**src/rtl/sa_loader_pkg.sv**
```systemverilog
// Shared types and helpers for the systolic-array data loader.
// Holds the FSM state enum, job-mode codes and a lane-slice function.
package sa_loader_pkg;

  typedef enum logic [2:0] {
    S_IDLE,
    S_WREQ,
    S_FREQ,
    S_DRAIN,
    S_DONE
  } state_e;

  localparam logic MODE_WEIGHT  = 1'b0;
  localparam logic MODE_FEATURE = 1'b1;

  localparam int BUS_MAX  = 256;
  localparam int LANE_MAX = 32;

  // Returns lane idx of a packed bus of w-bit lanes (caller truncates).
  function automatic logic [LANE_MAX-1:0] lane_sel(
    input logic [BUS_MAX-1:0] bus,
    input int unsigned        idx,
    input int unsigned        w
  );
    logic [BUS_MAX-1:0] s;
    s = bus >> (idx * w);
    return s[LANE_MAX-1:0];
  endfunction

endpackage

```
**src/rtl/sa_skew_buffer.sv**
```systemverilog
// Diagonal skew for SA feature lanes: lane i is delayed by i registers.
// Ports: din_i/vld_i row in, dout_o/vld_o skewed lanes (data zeroed when invalid).
module sa_skew_buffer
  import sa_loader_pkg::*;
#(
  parameter int ARRAY_N = 3,
  parameter int DATA_W  = 8
) (
  input  logic                      clk,
  input  logic                      rst,
  input  logic [ARRAY_N*DATA_W-1:0] din_i,
  input  logic                      vld_i,
  output logic [ARRAY_N*DATA_W-1:0] dout_o,
  output logic [ARRAY_N-1:0]        vld_o
);

  for (genvar i = 0; i < ARRAY_N; i++) begin : g_lane
    logic [DATA_W-1:0] lin;
    assign lin = DATA_W'(lane_sel(BUS_MAX'(din_i), i, DATA_W));

    if (i == 0) begin : g_pass
      assign vld_o[0]          = vld_i;
      assign dout_o[0+:DATA_W] = vld_i ? lin : '0;
    end else begin : g_dly
      logic [DATA_W-1:0] d_q [i];
      logic [i-1:0]      v_q;

      always_ff @(posedge clk or negedge rst) begin
        if (!rst) begin
          for (int k = 0; k < i; k++) d_q[k] <= '0;
          v_q <= '0;
        end else begin
          d_q[0] <= lin;
          v_q[0] <= vld_i;
          for (int k = 1; k < i; k++) begin
            d_q[k] <= d_q[k-1];
            v_q[k] <= v_q[k-1];
          end
        end
      end

      assign vld_o[i]               = v_q[i-1];
      assign dout_o[i*DATA_W+:DATA_W] = v_q[i-1] ? d_q[i-1] : '0;
    end
  end

endmodule

```
**src/rtl/sa_data_loader_gen.sv**
```systemverilog
// SA data loader: weight-tile preload and skewed feature streaming.
// Ports: start/mode/base_addr/num_vec job in, busy/done status, scratchpad read, SA feeds.
module sa_data_loader_gen
  import sa_loader_pkg::*;
#(
  parameter int ARRAY_N = 3,
  parameter int DATA_W  = 8,
  parameter int ADDR_W  = 6,
  parameter int MAX_VEC = 16,
  parameter int CNT_W   = 5
) (
  input  logic                      clk,
  input  logic                      rst,
  input  logic                      start,
  input  logic                      mode,
  input  logic [ADDR_W-1:0]         base_addr,
  input  logic [CNT_W-1:0]          num_vec,
  output logic                      busy,
  output logic                      done,
  output logic                      mem_rd_en,
  output logic [ADDR_W-1:0]         mem_addr,
  input  logic [ARRAY_N*DATA_W-1:0] mem_rdata,
  output logic [ARRAY_N-1:0]        preload_en,
  output logic [ARRAY_N*DATA_W-1:0] preload_weight,
  output logic [ARRAY_N*DATA_W-1:0] feature_o,
  output logic [ARRAY_N-1:0]        feature_vld,
  output logic                      sa_en
);

  localparam int CW = $clog2(MAX_VEC + 2*ARRAY_N + 1);

  state_e            st_q, st_d;
  logic [CW-1:0]     cnt_q, cnt_d;
  logic [ADDR_W-1:0] base_q;
  logic [CNT_W-1:0]  nv_q, nv_clamp;
  logic [CW-1:0]     v_ext;
  logic              accept;

  logic              busy_d, done_d, rd_d, sa_d, frd_d;
  logic [ADDR_W-1:0] addr_d;
  logic [ARRAY_N-1:0] pl1_d;

  logic              busy_q, done_q, rd_q, sa_q, f1_q, fv_q;
  logic [ADDR_W-1:0] addr_q;
  logic [ARRAY_N-1:0] pl1_q, pl_q;

  assign accept   = (st_q == S_IDLE) && start;
  assign nv_clamp = (num_vec > CNT_W'(MAX_VEC)) ? CNT_W'(MAX_VEC) : num_vec;
  assign v_ext    = CW'(nv_q);

  always_ff @(posedge clk or negedge rst) begin
    if (!rst) begin
      st_q   <= S_IDLE;
      cnt_q  <= '0;
      base_q <= '0;
      nv_q   <= '0;
    end else begin
      st_q  <= st_d;
      cnt_q <= cnt_d;
      if (accept) begin
        base_q <= base_addr;
        nv_q   <= nv_clamp;
      end
    end
  end

  // FREQ runs V read cycles plus N fill cycles; DRAIN covers N-1 more.
  always_comb begin
    st_d  = st_q;
    cnt_d = cnt_q;
    unique case (st_q)
      S_IDLE: begin
        cnt_d = '0;
        if (start)
          st_d = (mode == MODE_FEATURE) ? S_FREQ : S_WREQ;
      end
      S_WREQ: begin
        cnt_d = cnt_q + 1'b1;
        if (cnt_q == CW'(ARRAY_N)) st_d = S_DONE;
      end
      S_FREQ: begin
        cnt_d = cnt_q + 1'b1;
        if (v_ext == '0)
          st_d = S_DONE;
        else if (cnt_q == v_ext + CW'(ARRAY_N-1))
          st_d = (ARRAY_N > 1) ? S_DRAIN : S_DONE;
      end
      S_DRAIN: begin
        cnt_d = cnt_q + 1'b1;
        if (cnt_q == v_ext + CW'(2*ARRAY_N-2)) st_d = S_DONE;
      end
      S_DONE:  st_d = S_IDLE;
      default: st_d = S_IDLE;
    endcase
  end

  // Outputs are registered, so each state shows up one cycle later.
  always_comb begin
    busy_d = st_q inside {S_WREQ, S_FREQ, S_DRAIN};
    done_d = (st_q == S_DONE);
    frd_d  = (st_q == S_FREQ) && (cnt_q < v_ext);
    rd_d   = frd_d ||
             ((st_q == S_WREQ) && (cnt_q < CW'(ARRAY_N)));
    addr_d = rd_d ? base_q + ADDR_W'(cnt_q) : '0;
    sa_d   = ((st_q == S_FREQ) && (cnt_q != '0)) ||
             (st_q == S_DRAIN);
    pl1_d  = '0;
    if ((st_q == S_WREQ) && (cnt_q < CW'(ARRAY_N)))
      pl1_d = ARRAY_N'(1) << cnt_q;
  end

  always_ff @(posedge clk or negedge rst) begin
    if (!rst) begin
      busy_q <= 1'b0;
      done_q <= 1'b0;
      rd_q   <= 1'b0;
      addr_q <= '0;
      sa_q   <= 1'b0;
      pl1_q  <= '0;
      pl_q   <= '0;
      f1_q   <= 1'b0;
      fv_q   <= 1'b0;
    end else begin
      busy_q <= busy_d;
      done_q <= done_d;
      rd_q   <= rd_d;
      addr_q <= addr_d;
      sa_q   <= sa_d;
      pl1_q  <= pl1_d;
      pl_q   <= pl1_q;
      f1_q   <= frd_d;
      fv_q   <= f1_q;
    end
  end

  sa_skew_buffer #(
    .ARRAY_N(ARRAY_N),
    .DATA_W (DATA_W)
  ) u_skew (
    .clk   (clk),
    .rst   (rst),
    .din_i (mem_rdata),
    .vld_i (fv_q),
    .dout_o(feature_o),
    .vld_o (feature_vld)
  );

  assign busy           = busy_q;
  assign done           = done_q;
  assign mem_rd_en      = rd_q;
  assign mem_addr       = addr_q;
  assign sa_en          = sa_q;
  assign preload_en     = pl_q;
  assign preload_weight = (|pl_q) ? mem_rdata : '0;

endmodule

```
**config.mk**
```make
export PLATFORM = sky130hd
export DESIGN_NAME = sa_data_loader_gen
export DESIGN_NICKNAME = d
export VERILOG_FILES = /design/src/rtl/sa_loader_pkg.sv /design/src/rtl/sa_skew_buffer.sv /design/src/rtl/sa_data_loader_gen.sv
export SDC_FILE = /design/constraint.sdc
export NUM_CORES = 1
export LEC_CHECK = 0
export CAP_MARGIN = 0
export CELL_PAD_IN_SITES_DETAIL_PLACEMENT = 0
export CELL_PAD_IN_SITES_GLOBAL_PLACEMENT = 1
export CORE_UTILIZATION = 37
export CTS_BUF_LIST = sky130_fd_sc_hd__clkbuf_8
export CTS_CLUSTER_DIAMETER = 60
export DETAILED_ROUTE_END_ITERATION = 6
export PLACE_DENSITY_LB_ADDON = 0.25
export SYNTH_ARGS = -nofsm -noshare
export SYNTH_HDL_FRONTEND = slang
export SYNTH_SLANG_ARGS = --single-unit
export TNS_END_PERCENT = 1
```
**constraint.sdc**
```tcl
create_clock -name clk -period 4 [get_ports clk]
set_input_delay 1 -clock clk [delete_from_list [all_inputs] [get_ports clk]]
set_output_delay 1 -clock clk [all_outputs]
set_load 0.02 [all_outputs]
```
# Yosys cells after proc, flatten, opt, wreduce, memory -nomap -nowiden
# Cells that the tools add are included.
# op_classes
n_addsub	4
magnitude_cmp	3
eq_ne	11
shifts	1
n_mux	15
n_reduce_logical	14
# op_table
operator	n
two-way mux 24 bit	1
two-way mux 8 bit	3
two-way mux 3 bit	6
one-hot mux 3 bit (4 select lines)	1
equality test 5 bit	2
one-hot mux 5 bit (2 select lines)	1
adder 6 x 5 -> 6 bit	1
equality test 3 x 2 -> 1 bit (second input constant)	2
two-way mux 6 bit	1
inequality test 2 bit (second input constant)	3
OR reduction 3 bit	2
adder 5 x 1 -> 5 bit (second input constant)	1
adder 5 x 2 -> 5 bit (second input constant)	1
adder 5 x 3 -> 5 bit (second input constant)	1
equality test 5 x 2 -> 1 bit (second input constant)	1
greater-than comparator 5 bit (second input constant)	1
logical NOT 5 bit	1
less-than comparator 5 x 2 -> 1 bit (second input constant)	1
less-than comparator 5 bit	1
two-way mux 5 bit	1
nonzero test 5 bit	1
<< shifter 1 x 5 -> 3 bit (first input constant)	1
logical AND 1 bit	4
AND reduction 4 bit	1
8 further kinds	9
# totals
ff_bits	64
output_inout_bits	64
wordCells	66

# Longest topological paths before layout
# Gate-level depths: netlist of run 1.
# depth
ltp_word	5
depth_mapped	8
ltp_nobuf	8

# Modules after synthesis
# From an unflattened synthesis of run 1, not the netlist that was laid out.
# unflattened
hier_cells	252
hier_area_um2	2892.8
# modules_own_cells
mod	n_inst	cells_per_inst	area_each_um2	seq_area_each_um2
sa_data_loader_gen	1	200	2077.0	925.9
sa_skew_buffer	1	52	815.8	650.6

# Worst setup path before layout of run 1
# No wires, ideal clock.
# synth_timing
kind	register to output
startpoint	register pl_q[1] (netlist: preload_en[1])
endpoint	output port preload_weight[10]
arrival_ps	1342
t_required_ps	3000
path_slack_ps	1658
stages_incl_launch_ff	4
path_buffers	1
cell_sequence	dfrtp_1 > nor3_1 > clkbuf_1 > nor2b_1
# synth_via
elab_chain_len	2
# synth_lines
item	line_no	source
start: declaration	sa_data_loader_gen.sv:45	logic [ARRAY_N-1:0] pl1_q, pl_q;
start signal: assignment	sa_data_loader_gen.sv:130	pl_q <= pl1_q;
OR reduction 3 bit	sa_data_loader_gen.sv:154	assign preload_weight = (|pl_q) ? mem_rdata : '0;
two-way mux 24 bit	sa_data_loader_gen.sv:154	
end: declaration	sa_data_loader_gen.sv:24	output logic [ARRAY_N*DATA_W-1:0] preload_weight,
# No other way between the ends.

# Worst setup path in the final report of run 1
# layout_timing
startpoint	input port mem_rdata[18]
endpoint	output port preload_weight[18]
# layout_via
elab_chain_len	1
# layout_lines
item	line_no	source
start: declaration	sa_data_loader_gen.sv:22	input logic [ARRAY_N*DATA_W-1:0] mem_rdata,
two-way mux 24 bit	sa_data_loader_gen.sv:154	
# No other way between the ends.

==> key figures, run 1 <==
Run status
  • Outcome: finished, final reports clean

Clocking
  • Max H-tree Level: 3
  • Clock slew at reported path FFs: 0.07 ns
  • Total setup buffers inserted after CTS: 0
  • Clk sinks: 63
  • Worst skew pair latency: 0.34 ns
  • Hold_buf cts: 0
  • Bufs on Longest Clock Path: 2
  • CTS tree: yes
  • CTS resizes: 0
  • CTS Root Cell: clkbuf_8
  • CTS Buf Count: 9

Drt
  • Drt pass-1 iters: 4
  • ANT nets after route: 0
  • DRC: 0
  • Detailed Route Iter0 Violations: 41
  • Total number of vias: 2115
  • Final WL: 6249 microns
  • Vias per cell: 4.598
  • Wirelength per Cell: 13.58 microns

Power
  • Clock share of power: 20.8%
  • Gate power share: 48.1%
  • Net Sw Power: 0.001176 W
  • Sw frac: 38.56%
  • Sequential share of power: 31.1%
  • Leak Pwr: 1.846 nW
  • Final Power: 0.003049 W
  • Pwr dens: 723.7 mW/mm^2
  • VDD IR max: 0.3542 mV
  • P_int: 0.001873 W

Floorplan
  • FP Rows: 31
  • Die area: 0.008089 sq mm
  • Die W: 89.94 microns
  • Initial Util: 38.83%
  • Placeable Area: 0.007370 sq mm
  • DIE HEIGHT: 89.94 microns
  • IO Pins: 103

Worst setup path
  • CP Capture Type: output pin
  • CP Launch Type: input port
  • Worst Reg-to-Reg Cells: 6
  • Critical Path AT: 2.29 ns
  • WS Path Type: input port to output pin
  • Worst reg2reg setup slack: 1.93 ns
  • CP max FO: 2
  • Required time worst endpoint: 3.00 ns

Timing
  • Setup WS post-layout: 0.7108 ns
  • Max-slew violation count: 0
  • Period utilisation layout: 82.23%
  • Final Critical Period: 3.289 ns
  • Final setup vio count: 0
  • Skew final: 0.007578 ns
  • Unrepaired setup endpoints after global routing: no
  • Slew at the pin with the worst max-slew slack: 0.7553 ns
  • Setup_tns: 0 ns
  • Slew headroom: 49.65%
  • Achievable Freq: 304.0 MHz
  • Endpoints failing hold: 0
  • Final Hold Slack: 0.3430 ns

Final layout
  • Most common cell after layout, fill and taps aside: clkdlybuf4s50_1
  • Most frequent cells in the layout: clkdlybuf4s50_1, dfrtp_1, nor2b_1, and2_1, ha_1
  • Nets: 411
  • Share of layout cells above drive strength 1: 8.587%
  • Ant diodes: 0
  • Filler instances: 654
  • Syn-to-layout area delta: 47.22%
  • Fin cells: 460

Yosys
  • Register area share after synthesis: 55.09%
  • Syn Inst Count: 249
  • EDFF count, synth: 0
  • FF+latch count, synth: 63
  • Synthesized area per cell: 11.49 sq um
  • Synth cell types: 39
  • Async SR Flop Fraction: 100.0%
  • Syn Nets: 304
  • Synth Cell Area: 0.002861 sq mm
  • Syn. warnings: 0
  • Top FF cell, synth: dfrtp_1

Global routing
  • Remaining global-route overflow: 0
  • Largest net degree at the start of global routing: 64
  • Initial antenna violation count: 0
  • Vias in the first global route: 2083
  • Global Route Usage Sum: 16.91%
  • First-pass GRT wire length: 10630 microns

Place
  • Setup WS pre-CTS: 0.7509 ns
  • Post-DP HPWL: 4501 microns
  • Placed Cells: 444
  • Gpl congestion: 0.7956
  • PortBufs: 102

Worst hold path
  • Hold path cells: 0
  • Hold Path Class: register to register

Flow run
  • Max Cap Violations: 0
==> routing by layer <==
metal	track usage, %	up-vias	wire, microns
met1	20.87	992	2732
met3	6.514	7	412
li1	-	1040	-
met5	0	-	0
met2	27.44	76	3026
met4	5.242	0	78
==> final cells by class <==
class | count | area [sq um] | area share (%)
Clock buffer | 9 | 123.9 | 2.940
Clock inverter | 7 | 105.1 | 2.495
Inverter | 12 | 45.04 | 1.069
Multi-Input combinational cell | 165 | 1200 | 28.48
Sequential cell | 63 | 1577 | 37.42
Tap cell | 99 | 123.9 | 2.940
Timing Repair Buffer | 105 | 1039 | 24.65
==> state kept, by name, indices dropped and copies added (netlist names) <==
register	flops
f1_q	1
u_skew.g_lane.g_dly.v_q	2
busy	1
st_q	3
pl1_q	3
done	1
preload_en	3
u_skew.g_lane.g_dly.d_q	24
cnt_q	5
mem_addr	6
mem_rd_en	1
fv_q	1
sa_en	1
base_q	6
nv_q	5
==> logic make-up after synthesis <==
kind of cell / Yosys count / share of synthesized area (%)
AND/OR/NAND/NOR: 97 / 19.81
flip-flops: 63 / 55.09
multiplexers: 8 / 3.148
AO/OA/AOI/OAI: 31 / 7.084
buffers and inverters: 21 / 3.148
XOR/XNOR: 13 / 4.460
adder cells (fa/ha/maj): 16 / 7.258
==> Yosys cell counts, types with 3 or more instances <==
master | number | area [sq um]
mux2_2 | 8 | 90.09
nor3_1 | 7 | 35.03
nand3_1 | 4 | 20.02
nand2b_1 | 5 | 31.28
xor2_1 | 5 | 43.79
o31ai_1 | 3 | 22.52
nor2_1 | 9 | 33.78
xnor2_1 | 7 | 61.31
a21oi_1 | 12 | 60.06
inv_1 | 12 | 45.04
and2_1 | 25 | 156.4
nand2_1 | 7 | 26.28
ha_1 | 15 | 187.7
and3_1 | 4 | 25.02
o21ai_0 | 6 | 30.03
nor2b_1 | 28 | 175.2
clkbuf_1 | 4 | 15.01
dfrtp_1 | 63 | 1577
==> path summary, 6_finish.rpt <==
check | start | to
setup / recovery | mem_rdata[18] | preload_weight[18]
hold / removal | pl1_q[1] | preload_en[1]
setup reg to reg | cnt_q[1] | mem_addr[0]
hold reg to reg | pl1_q[1] | preload_en[1]
max in group asynchronous | rst | mem_addr[2]
min in group asynchronous | rst | u_skew.g_lane[2].g_dly.d_q[4]
==> power groups by stage <==
stage	logic [W]	registers, W	clock network, W
3_5_place_dp	0.00148	0.000964	0
3_3_place_gp	0.00147	0.000957	0
2_1_floorplan	0.000879	0.000956	0
5_1_grt	0.00161	0.000976	0.000679
6_report	0.00147	0.000948	0.000634
4_1_cts	0.00149	0.000951	0.000653
==> stage by stage <==
stage | instance area, sq um | utilization [%]
final | 4213 | 57.16
after detailed placement | 3984 | 54.06
after CTS | 4213 | 57.16
after floorplan | 2861 | -
after global placement | 3984 | 54.06
after global routing | 4213 | 57.16
==> worst max-delay path: stages <==
cell             delay (ns)
clkdlybuf4s50_1        0.50
nor2b_1                0.16
clkdlybuf4s50_1        0.62
No activity file was read; power rests on OpenSTA's default activity.
==> inputs of run 2 (changes only) <==
- CORE_UTILIZATION: 37 -> 35
- clock period: 4 -> 3.2 ns (I/O delays scaled with it)
==> run 2 against run 1 <==
Net effect:
- first-iteration DRC count increased by 95%
- sequential cell count did not move
- core utilization fell by 2.9 points
- register-to-register slack worse by 0.81 ns
- highest routed layer unchanged
- wire length fell by 4.2%
- non-clock buffer count fell by 1
- combinational power up 23%
- sequential power up 24%
- die area is 5.6% higher
- count of clock-buffer cells in the layout did not move
- via count up 1.9%
- worst hold slack improved by 0.0077 ns
- critical endpoint is now preload_weight[14]
==> key figures, run 2 (synthesis results as in run 1) <==
Run status
  • Outcome: finished, final reports clean (unchanged)

Worst setup path
  • Worst Reg-to-Reg Cells: 6 (unchanged)
  • Slowest CP cell: clkdlybuf4s50_1 (unchanged)
  • CP Launch Type: input port (unchanged)
  • Reg-to-reg endpoint: mem_addr[2] (was mem_addr[0])
  • R2r startpoint: cnt_q[1] (unchanged)
  • CP endpoint: preload_weight[14] (was preload_weight[18])
  • Critical Path AT: 2.04 ns (was 2.29 ns)
  • WS Path Type: input port to output pin (unchanged)
  • CP Cell Sequence: clkdlybuf4s50_1, nor2b_1, clkdlybuf4s50_1 (unchanged)
  • CP Capture Type: output pin (unchanged)
  • CP startpoint: mem_rdata[14] (was mem_rdata[18])
  • Most used cell along the critical path: clkdlybuf4s50_1 (unchanged)
  • Worst reg2reg setup slack: 1.12 ns (was 1.93 ns)
  • CP max stage delay: 0.63 ns (was 0.62 ns)
  • Required time worst endpoint: 2.40 ns (was 3.00 ns)
  • CP max FO: 2 (unchanged)

Drt
  • ANT nets after route: 0 (unchanged)
  • Detailed Route Iter0 Violations: 80 (was 41)
  • Wirelength per Cell: 12.96 microns (was 13.58 microns)
  • Total number of vias: 2156 (was 2115)
  • Drt pass-1 iters: 4 (unchanged)
  • DRC: 0 (unchanged)
  • Final WL: 5989 microns (was 6249 microns)
  • Vias per cell: 4.667 (was 4.598)

Global routing
  • Initial antenna violation count: 0 (unchanged)
  • Largest net degree at the start of global routing: 33 (was 64)
  • Global Route Usage Sum: 15.76% (was 16.91%)
  • Remaining global-route overflow: 0 (unchanged)
  • First-pass GRT wire length: 10450 microns (was 10630 microns)
  • Met3 global-route usage: 6.979% (was 6.514%)
  • Layer with the highest usage: met2 (unchanged)
  • M1 GR Usage: 19.14% (was 20.87%)
  • M2 GR Usage: 25.31% (was 27.44%)
  • Vias in the first global route: 2129 (was 2083)

Floorplan
  • DIE HEIGHT: 92.42 microns (was 89.94 microns)
  • IO Pins: 103 (unchanged)
  • Die area: 0.008541 sq mm (was 0.008089 sq mm)
  • Initial Util: 36.65% (was 38.83%)
  • Die W: 92.42 microns (was 89.94 microns)
  • FP Rows: 32 (was 31)
  • Placeable Area: 0.007807 sq mm (was 0.007370 sq mm)

Final layout
  • Nets: 410 (was 411)
  • Ant diodes: 0 (unchanged)
  • Most frequent cells in the layout: clkdlybuf4s50_1, dfrtp_1, nor2b_1, and2_1, ha_1 (unchanged)
  • Filler instances: 706 (was 654)
  • Register area: 0.001577 sq mm (unchanged)
  • Share of layout cells above drive strength 1: 8.333% (was 8.587%)
  • Post-layout util: 54.26% (was 57.16%)
  • Syn-to-layout area delta: 48.05% (was 47.22%)
  • Register with the most flip-flops: u_skew.g_lane.g_dly.d_q (unchanged)
  • Area of the multi-input gates: 0.001200 sq mm (unchanged)
  • Most common cell after layout, fill and taps aside: clkdlybuf4s50_1 (unchanged)
  • Max reg flops: 24 (unchanged)

Clocking
  • CTS resizes: 0 (unchanged)
  • Clock slew at reported path FFs: 0.07 ns (about the same)
  • CTS Root Cell: clkbuf_8 (unchanged)
  • Hold_buf cts: 0 (unchanged)
  • CTS Buf Count: 9 (unchanged)
  • Total setup buffers inserted after CTS: 0 (unchanged)
  • Clk sinks: 63 (unchanged)
  • Bufs on Longest Clock Path: 2 (unchanged)
  • Max H-tree Level: 3 (unchanged)
  • CTS tree: yes (unchanged)
  • Worst skew pair latency: 0.33 ns (was 0.34 ns)

Flow run
  • Max Cap Violations: 0 (unchanged)

Timing
  • Slew headroom: 50.66% (was 49.65%)
  • Setup_tns: 0 ns (unchanged)
  • Unrepaired setup endpoints after global routing: no (unchanged)
  • Slew at the pin with the worst max-slew slack: 0.7401 ns (was 0.7553 ns)
  • Achievable Freq: 352.3 MHz
  • Final Critical Period: 2.838 ns
  • Period utilisation layout: 88.70%
  • Max-slew violation count: 0 (unchanged)
  • Final setup vio count: 0 (unchanged)
  • Endpoints failing hold: 0 (unchanged)
  • Skew final: 0.005027 ns (was 0.007578 ns)

Power
  • Pwr dens: 902.8 mW/mm^2 (was 723.7 mW/mm^2)
  • VDD IR max: 0.3455 mV (was 0.3542 mV)
  • Final Power: 0.003825 W (was 0.003049 W)
  • Leak Pwr: 1.854 nW (was 1.846 nW)

Place
  • Gpl congestion: 0.8096 (was 0.7956)
  • PortBufs: 102 (unchanged)
  • Post-DP HPWL: 4444 microns (was 4501 microns)

Worst hold path
  • Hold Path Origin: u_skew.g_lane[2].g_dly.d_q[10] (was pl1_q[1])
  • Hold Path Class: register to register (unchanged)
==> run 2: cell count changes in the layout (fill, tap and decap cells not counted), sizes merged <==
cell    change
inv         -1
bufinv      +1
buf         -1
==> run 2: power breakdown <==
part	total (W)	internal, W	switching (W)
combinational	0.00181	0.000888	0.000925
sequential	0.00118	0.000995	0.000184
clock	0.000833	0.000520	0.000313
==> run 2: metrics by stage <==
step	hold slack [ns]	std cells	area [sq um]	setup slack [ns]
2_1_floorplan	0.3312	249	2861	1.058
3_3_place_gp	0.3313	446	3993	0.3845
3_5_place_dp	0.3347	446	3993	0.3694
4_1_cts	0.3523	462	4237	0.3560
5_1_grt	0.3544	462	4237	0.2796
6_report	0.3507	462	4237	0.3617
==> run 2: layer usage <==
layer / share of wire, % / wire [microns]
met5: 0 / 0
met1: 43 / 2563
met3: 8.5 / 511
met2: 48 / 2864
met4: 0.83 / 50
==> run 2: worst min-delay path by stage <==
stage                                               end  slack [ns]  depth (start not counted)
after detailed placement  u_skew.g_lane[2].g_dly.d_q[2]        0.33                          0
final                     u_skew.g_lane[2].g_dly.d_q[2]        0.35                          0
after CTS                 u_skew.g_lane[2].g_dly.d_q[2]        0.35                          0
after floorplan                                    fv_q        0.33                          0
after global placement    u_skew.g_lane[2].g_dly.d_q[2]        0.33                          0
after global routing                      preload_en[2]        0.35                          0
==> run 2: critical path: cells and delay by family <==
kind,cells,cell delay (ns)
buffers and inverters,2,1.11
and+or+nand+nor,1,0.13
==> run 2: layout make-up <==
class	instances	share of cell area, %
Tap cell	102	3.012
Inverter	12	1.063
Multi-Input combinational cell	165	28.32
Sequential cell	63	37.21
Timing Repair Buffer	104	24.63
Clock buffer	9	2.924
Clock inverter	7	2.835
